### config.mk
export PLATFORM = sky130hd
export DESIGN_NAME = ns_rr_arb
export DESIGN_NICKNAME = d
export VERILOG_FILES = /design/src/rtl/ns_arb_pkg.sv /design/src/rtl/ns_prio_enc.sv /design/src/rtl/ns_rr_arb.sv
export SDC_FILE = /design/constraint.sdc
export NUM_CORES = 1
export LEC_CHECK = 0
export CELL_PAD_IN_SITES_DETAIL_PLACEMENT = 0
export CELL_PAD_IN_SITES_GLOBAL_PLACEMENT = 1
export CORE_MARGIN = 3
export CORE_UTILIZATION = 39
export DETAILED_ROUTE_END_ITERATION = 8
export PLACE_DENSITY_LB_ADDON = 0.12
export SETUP_SLACK_MARGIN = 0.4
export SLEW_MARGIN = 20
export SYNTH_ARGS = -nofsm -noshare
export SYNTH_HDL_FRONTEND = slang
export SYNTH_SLANG_ARGS = --single-unit
### constraint.sdc
create_clock -name clk -period 3 [get_ports clk]
set_clock_uncertainty 0.15 [all_clocks]
set_input_delay 0.75 -clock clk [delete_from_list [all_inputs] [get_ports clk]]
set_output_delay 0.75 -clock clk [all_outputs]
set_load 0.005 [all_outputs]
### src/rtl/ns_arb_pkg.sv
// Shared types and sizing helpers for the ns_* round-robin arbiter.
package ns_arb_pkg;

    typedef enum logic {IDLE, BUSY} arb_st_e;

    // Index width for n items; never narrower than one bit.
    function automatic int idx_w(input int n);
        return (n > 1) ? $clog2(n) : 1;
    endfunction

endpackage

### src/rtl/ns_prio_enc.sv
// MSB-first priority encoder: idx is the highest set bit of x, meaningful only when vld.
module ns_prio_enc
    import ns_arb_pkg::*;
#(
    parameter  int WIDTH = 8,
    localparam int IW    = idx_w(WIDTH)
) (
    input  logic [WIDTH-1:0] x,
    output logic [IW-1:0]    idx,
    output logic             vld
);

    always_comb begin
        idx = '0;
        for (int i = 0; i < WIDTH; i++) begin
            if (x[i]) idx = IW'(i);
        end
        vld = |x;
    end

endmodule

### src/rtl/ns_rr_arb.sv
// Round-robin arbiter with registered one-hot grant, owner release and optional hold timeout.
module ns_rr_arb
    import ns_arb_pkg::*;
#(
    parameter  int N   = 8,
    parameter  int TMO = 256,
    localparam int IW  = idx_w(N)
) (
    input  logic          clk,
    input  logic          rst_n,
    input  logic [N-1:0]  req,
    input  logic          rel,
    output logic [N-1:0]  gnt,
    output logic [IW-1:0] gnt_id,
    output logic          gnt_vld,
    output logic          tmo_err
);

    localparam int            CW       = idx_w(TMO + 1);
    localparam logic [CW-1:0] CNT_LAST = CW'((TMO > 0) ? TMO - 1 : 0);
    localparam logic [N-1:0]  ONE      = N'(1);

    arb_st_e       state_reg;
    logic [N-1:0]  gnt_reg;
    logic [IW-1:0] gnt_id_reg;
    logic [IW-1:0] ptr_reg;
    logic [CW-1:0] cnt_reg;
    logic          tmo_err_reg;

    logic [N-1:0]  masked;
    logic [IW-1:0] m_idx;
    logic [IW-1:0] u_idx;
    logic [IW-1:0] pick;
    logic          m_vld;
    logic          any_req;
    logic          tmo_hit;
    logic          release_now;

    // Only requesters strictly below the last winner compete first.
    always_comb begin
        masked = '0;
        for (int i = 0; i < N; i++) begin
            masked[i] = req[i] && (i < int'(ptr_reg));
        end
    end

    ns_prio_enc #(.WIDTH(N)) u_enc_masked (
        .x   (masked),
        .idx (m_idx),
        .vld (m_vld)
    );

    ns_prio_enc #(.WIDTH(N)) u_enc_all (
        .x   (req),
        .idx (u_idx),
        .vld (any_req)
    );

    always_comb begin
        pick        = m_vld ? m_idx : u_idx;
        tmo_hit     = (TMO != 0) && (state_reg == BUSY) && (cnt_reg == CNT_LAST) && !rel;
        release_now = (state_reg == BUSY) && (rel || tmo_hit);
    end

    always_ff @(posedge clk or negedge rst_n) begin
        if (!rst_n) begin
            state_reg   <= IDLE;
            gnt_reg     <= '0;
            gnt_id_reg  <= '0;
            ptr_reg     <= '0;
            cnt_reg     <= '0;
            tmo_err_reg <= 1'b0;
        end else begin
            tmo_err_reg <= 1'b0;
            if ((state_reg == IDLE) || release_now) begin
                if (any_req) begin
                    state_reg  <= BUSY;
                    gnt_reg    <= ONE << pick;
                    gnt_id_reg <= pick;
                    ptr_reg    <= pick;
                    cnt_reg    <= '0;
                end else begin
                    state_reg <= IDLE;
                    gnt_reg   <= '0;
                end
                // A release in the same cycle as the timeout suppresses the error.
                tmo_err_reg <= tmo_hit;
            end else if (cnt_reg != '1) begin
                cnt_reg <= cnt_reg + 1'b1;
            end
        end
    end

    assign gnt     = gnt_reg;
    assign gnt_id  = gnt_id_reg;
    assign gnt_vld = |gnt_reg;
    assign tmo_err = tmo_err_reg;

endmodule

**Word-level counts from Yosys, hierarchy flattened**

Cells that the tools add are included.

- Word-level logic and storage cells: 57
- Bits of input ports: 11
- Bits in latches: 0
- Memory bits (read-only): 0
- Output and inout port bits: 13
- Memories kept: 0
- Register bits after elaboration: 22
- Bits in writable memories: 0

- Mux-type cells: 20
- Reductions and logical operators: 19
- Order comparisons: 7
- Shift operators: 1
- Add/sub/neg operators: 1
- $mul: 0
- Equality and inequality tests: 3
- Div/mod/pow operators: 0
- Bitwise gates (word level): 1

Operators with widths:

| cell | number |
|---|---|
| two-way mux 9 bit | 3 |
| two-way mux 3 bit | 8 |
| OR reduction 8 bit | 2 |
| logical AND 1 bit | 10 |
| adder 9 x 1 -> 9 bit, second input constant | 1 |
| == test 9 x 8 -> 1 bit, second input constant | 1 |
| < comparator 3 bit, first input constant | 3 |
| inequality test 9 bit, second input constant | 1 |
| two-way mux 2 bit | 4 |
| two-way mux 8 bit | 1 |
| left shift 1 x 3 -> 8 bit, first input constant | 1 |
| OR reduction 7 bit | 1 |
| < comparator 1 x 3 -> 1 bit, first input constant | 2 |
| < comparator 2 x 3 -> 1 bit, first input constant | 2 |
| two-way mux 1 bit | 4 |
| AND reduction 2 bit | 2 |
| logical OR 1 bit | 2 |
| inequality test 2 bit, second input constant | 1 |
| nonzero test 2 bit | 1 |
| zero test 1 bit | 1 |
| NOT 1 bit | 1 |

**Depth between registers and ports, before layout**

- Depth in word-level cells: 11
- Gate-level depth with buffers: 10

**Hierarchy**

Synthesis repeated with hierarchy kept, for this count alone.

- Cells, all modules: 144
- Area, all modules: 1,302.5 um^2

By module, submodules not included:

| module | area an instance (um^2) | cells an instance | instances |
|---|---|---|---|
| ns_rr_arb | 1,169.9 | 120 | 1 |
| ns_prio_enc | 66.3 | 12 | 2 |

**Least setup slack after synthesis**

Ideal clock, no wire load.

- Path type: flip-flop to flip-flop
- Start: register cnt_reg[0]
- End: register cnt_reg[7]
- Stages on the path, launching flop included: 11
- Clock period less this slack: 2,489 ps
- Data arrival time: 2,219 ps
- Library setup time: 120 ps
- Required time: 2,730 ps
- Slack: 511 ps
- Cells stage by stage: dfrtp_1 -> ha_1 -> and3_1 -> and3_1 -> ha_1 -> or4b_1 -> buf_6 -> nor2_4 -> nand3_2 -> xor2_1 -> nor2_2

- Word-level cells in the longest chain between the ends: 8
- Elaborated cells on any way between the ends: 13

RTL lines:

| element | RTL line | RTL |
|---|---|---|
| start: declaration | ns_rr_arb.sv:27 | `logic [CW-1:0] cnt_reg;` |
| start signal: assignment | ns_rr_arb.sv:89 | `cnt_reg <= cnt_reg + 1'b1;` |
| parallel branches: the longest is 8 deep, another holds adder 9 x 1 -> 9 bit | n/a |  |

Several ways; the timed one is not identified. The select of a mux whose other input is x is not followed.
A chain may end at the register's enable or synchronous reset.

**Final worst setup path**

Ends and elaborated chain as after synthesis.

==> results_dict.tcl <==
set metrics [dict create \
    ff2ff_path_depth 9 \
    tritoncts "done" \
    leakage_nw 0.681 \
    power.density_mw_per_mm2 748 \
    dieArea_mm2 0.00404 \
    dp.cells 192 \
    hold_slack_ps 374 \
    start_kind "flop" \
    area_growth_pct 28.1 \
    slew_violations 0 \
    fin_cells 200 \
    grt_pass1_wl_mm 4.95 \
    pre_cts_ws_ps 252 \
    layout.nets 171 \
    route.detailed.drc 0 \
    ant_nets 0 \
    h-tree-depth 1 \
    max_freq_ghz 0.395 \
    post_drt_wl_per_cell_um 14.4 \
    drt_iter0_markers 60 \
    period_needed_ps 2530 \
    grt_pass1_vias 1039 \
    maxCapViolCount 0 \
    ctsRootBufferMaster "clkbuf_4" \
    dr.pass1.iters 4 \
    startpoint "cnt_reg[0]" \
    worstSkewPairLatency_ps 310 \
    rows 20 \
    worstPathArrival_ps 2590 \
    critPathKind "reg -> reg" \
    core_mm2 0.00310 \
    finalHoldViolCount 0 \
    ys_seq_elements 22 \
    ys_types 48 \
    cts_buffer_depth 2 \
    die_x_um 63.5 \
    crit_path_top_delay_cell "or4b_4" \
    rr_startpoint "cnt_reg[0]" \
    wl_mm 2.89 \
    overflow 0 \
    endpoint "cnt_reg[7]" \
    crit_path_max_fanout 6 \
    netlist.area_leader.share 0.426 \
    setup_viol 0 \
    antenna_found_initial 0 \
    synth_cells 128 \
    end_kind "flop" \
    yosysWarnings 0 \
    hpwl_mm 2.13 \
    grt_use_total 0.151 \
    fin_crit_sh 0.843 \
    worstPathRequired_ps 3060 \
    start_util 0.416 \
    syn_area_per_cell_um2 10.1 \
    io_pins 24 \
    grt_max_degree 23 \
    cts.sinks 22 \
    rsz0062_at_grt "false" \
    synth_area_leader_cell "dfrtp_1" \
    max_slew_margin 0.693 \
    synth_area_mm2 0.00129 \
    numCtsBuffers 3 \
    reg2reg_to "cnt_reg[7]" \
    drive_gt1_frac 0.218 \
    vias 1096 \
    ys_seq_area_frac 0.426 \
    final_util 0.533 \
    tightestPinTransition_ps 461 \
    hold_class "reg -> reg" \
    synth_nets 142 \
    largest_reg_flops 9 \
    reg2reg_setup_slack_ps 470 \
    ir_drop_mv 0.410 \
    status "complete, no violations" \
    place_congestion 0.820 \
    numPortBuffers 23 \
    path_cells "ha_2 -> and3_1 -> and3_1 -> ha_2 -> or4b_4 -> nor2_4 -> nand3_2 -> xor2_1 -> nor2_2" \
    critPathMaxStageDelay_ps 590 \
    finalSetupTns_ps 0 \
    fin_ws_ps 471 \
    via_per_inst 5.48 \
    n_antenna_cell 0 \
    clkTransAtPathRegs_ps 120 \
    die_h_um 63.5 \
    ys_top_cells_by_area "dfrtp_1 43%, a32o_1 6.2%, nor2_1 4.1%, nand2_1 3.8%, o21ai_0 3.1%" \
]
-- per-layer routing --
metal  routed length (um)  vias up  track usage
met1                 1260      532        0.186
li1                     -      534            -
met2                 1450       28        0.263
met4                   18        0       0.0323
met3                  148        2       0.0410
met5                    0        -            0
-- cell families (layout without fill, tap and decap cells) --
kind of cell / count (synthesis) / after routing / synth area share
adder cells (fa/ha/maj): 3 / 3 / 0.0291
AND/OR/NAND/NOR: 50 / 50 / 0.218
XOR/XNOR: 3 / 3 / 0.0204
flip-flops: 22 / 22 / 0.426
AO/OA/AOI/OAI: 39 / 39 / 0.242
buffers and inverters: 9 / 37 / 0.0475
multiplexers: 2 / 2 / 0.0165
-- cell usage in the layout, fill, tap and decap left out, drive strengths merged, types with 2 or more instances in the layout --
cell,synthesis,layout
clkbuf,1,4
dfrtp,22,22
and2,2,2
xor2,2,2
o21ai,12,12
a21oi,3,3
buf,5,7
nor2,17,17
a32o,8,8
a31oi,3,3
and3,4,4
nand2,13,13
inv,3,3
a211oi,3,3
nor4,3,3
o22ai,3,3
clkdlybuf4s50,0,23
nand3,2,2
ha,3,3
nor2b,2,2
-- worst min-delay path by stage --
| stage | start | endpoint | slack (ps) | depth (start not counted) |
|---|---|---|---|---|
| after floorplan | cnt_reg[5] | cnt_reg[5] | 290 | 1 |
| after global placement | cnt_reg[5] | cnt_reg[5] | 320 | 1 |
| after detailed placement | cnt_reg[5] | cnt_reg[5] | 340 | 1 |
| after CTS | cnt_reg[5] | cnt_reg[5] | 360 | 1 |
| after global routing | cnt_reg[5] | cnt_reg[5] | 390 | 1 |
| final | cnt_reg[5] | cnt_reg[5] | 370 | 1 |
-- timing repair --
item | 4_1_cts | 5_1_grt
gates cloned | 0 | 0
gates resized for setup | 3 | 6
pin swaps | 0 | 3
endpoints found under the hold margin | 0 | 0
setup buffers | 0 | 4
hold buffers | 0 | 0
setup endpoints to repair | 8 | 9
-- worst max-delay path, delay by kind of cell (launching register included) --
family | cells | cell delay [ps]
flops | 1 | 440
xor+xnor | 1 | 170
simple gates | 6 | 1260
fa+ha+maj | 2 | 400
-- area by class of cell --
cell class	instances	area, um2
inverters	3	11.3
multi-input cells	97	718
clock buffers	4	36.3
fillers	298	1450
well taps	44	55.1
flip-flops and latches	22	551
repair buffers	30	283
-- per-stage QoR --
stage	power (mW)	area, um2
after CTS	1.24	1600
final	1.24	1650
after floorplan	0.821	1290
after global placement	1.07	1550
after global routing	1.33	1650
after detailed placement	1.07	1550
-- where the power goes --
part / total, mW / internal, mW / switching, mW
clock network: 0.161 / 0.0740 / 0.0869
logic: 0.584 / 0.340 / 0.243
registers: 0.493 / 0.368 / 0.125
-- synth_stat cells, drive strengths merged --
cell     n
nand4    1
and3b    1
nand2   13
a21oi    3
nor2b    2
o41ai    1
a22o     1
o211ai   1
a31oi    3
clkbuf   1
xnor2    1
nand3    2
nand4b   1
mux2i    1
a221oi   1
nor3b    1
xor2     2
or4b     1
nor2    17
a211oi   3
o21ba    1
a22oi    1
and3     4
o22ai    3
nor4     3
inv      3
and2     2
ha       3
dfrtp   22
nor3     1
buf      5
mux2     1
o31a     1
or3      1
a32o     8
o21ai   12
Power figures use the tool's default switching activity.
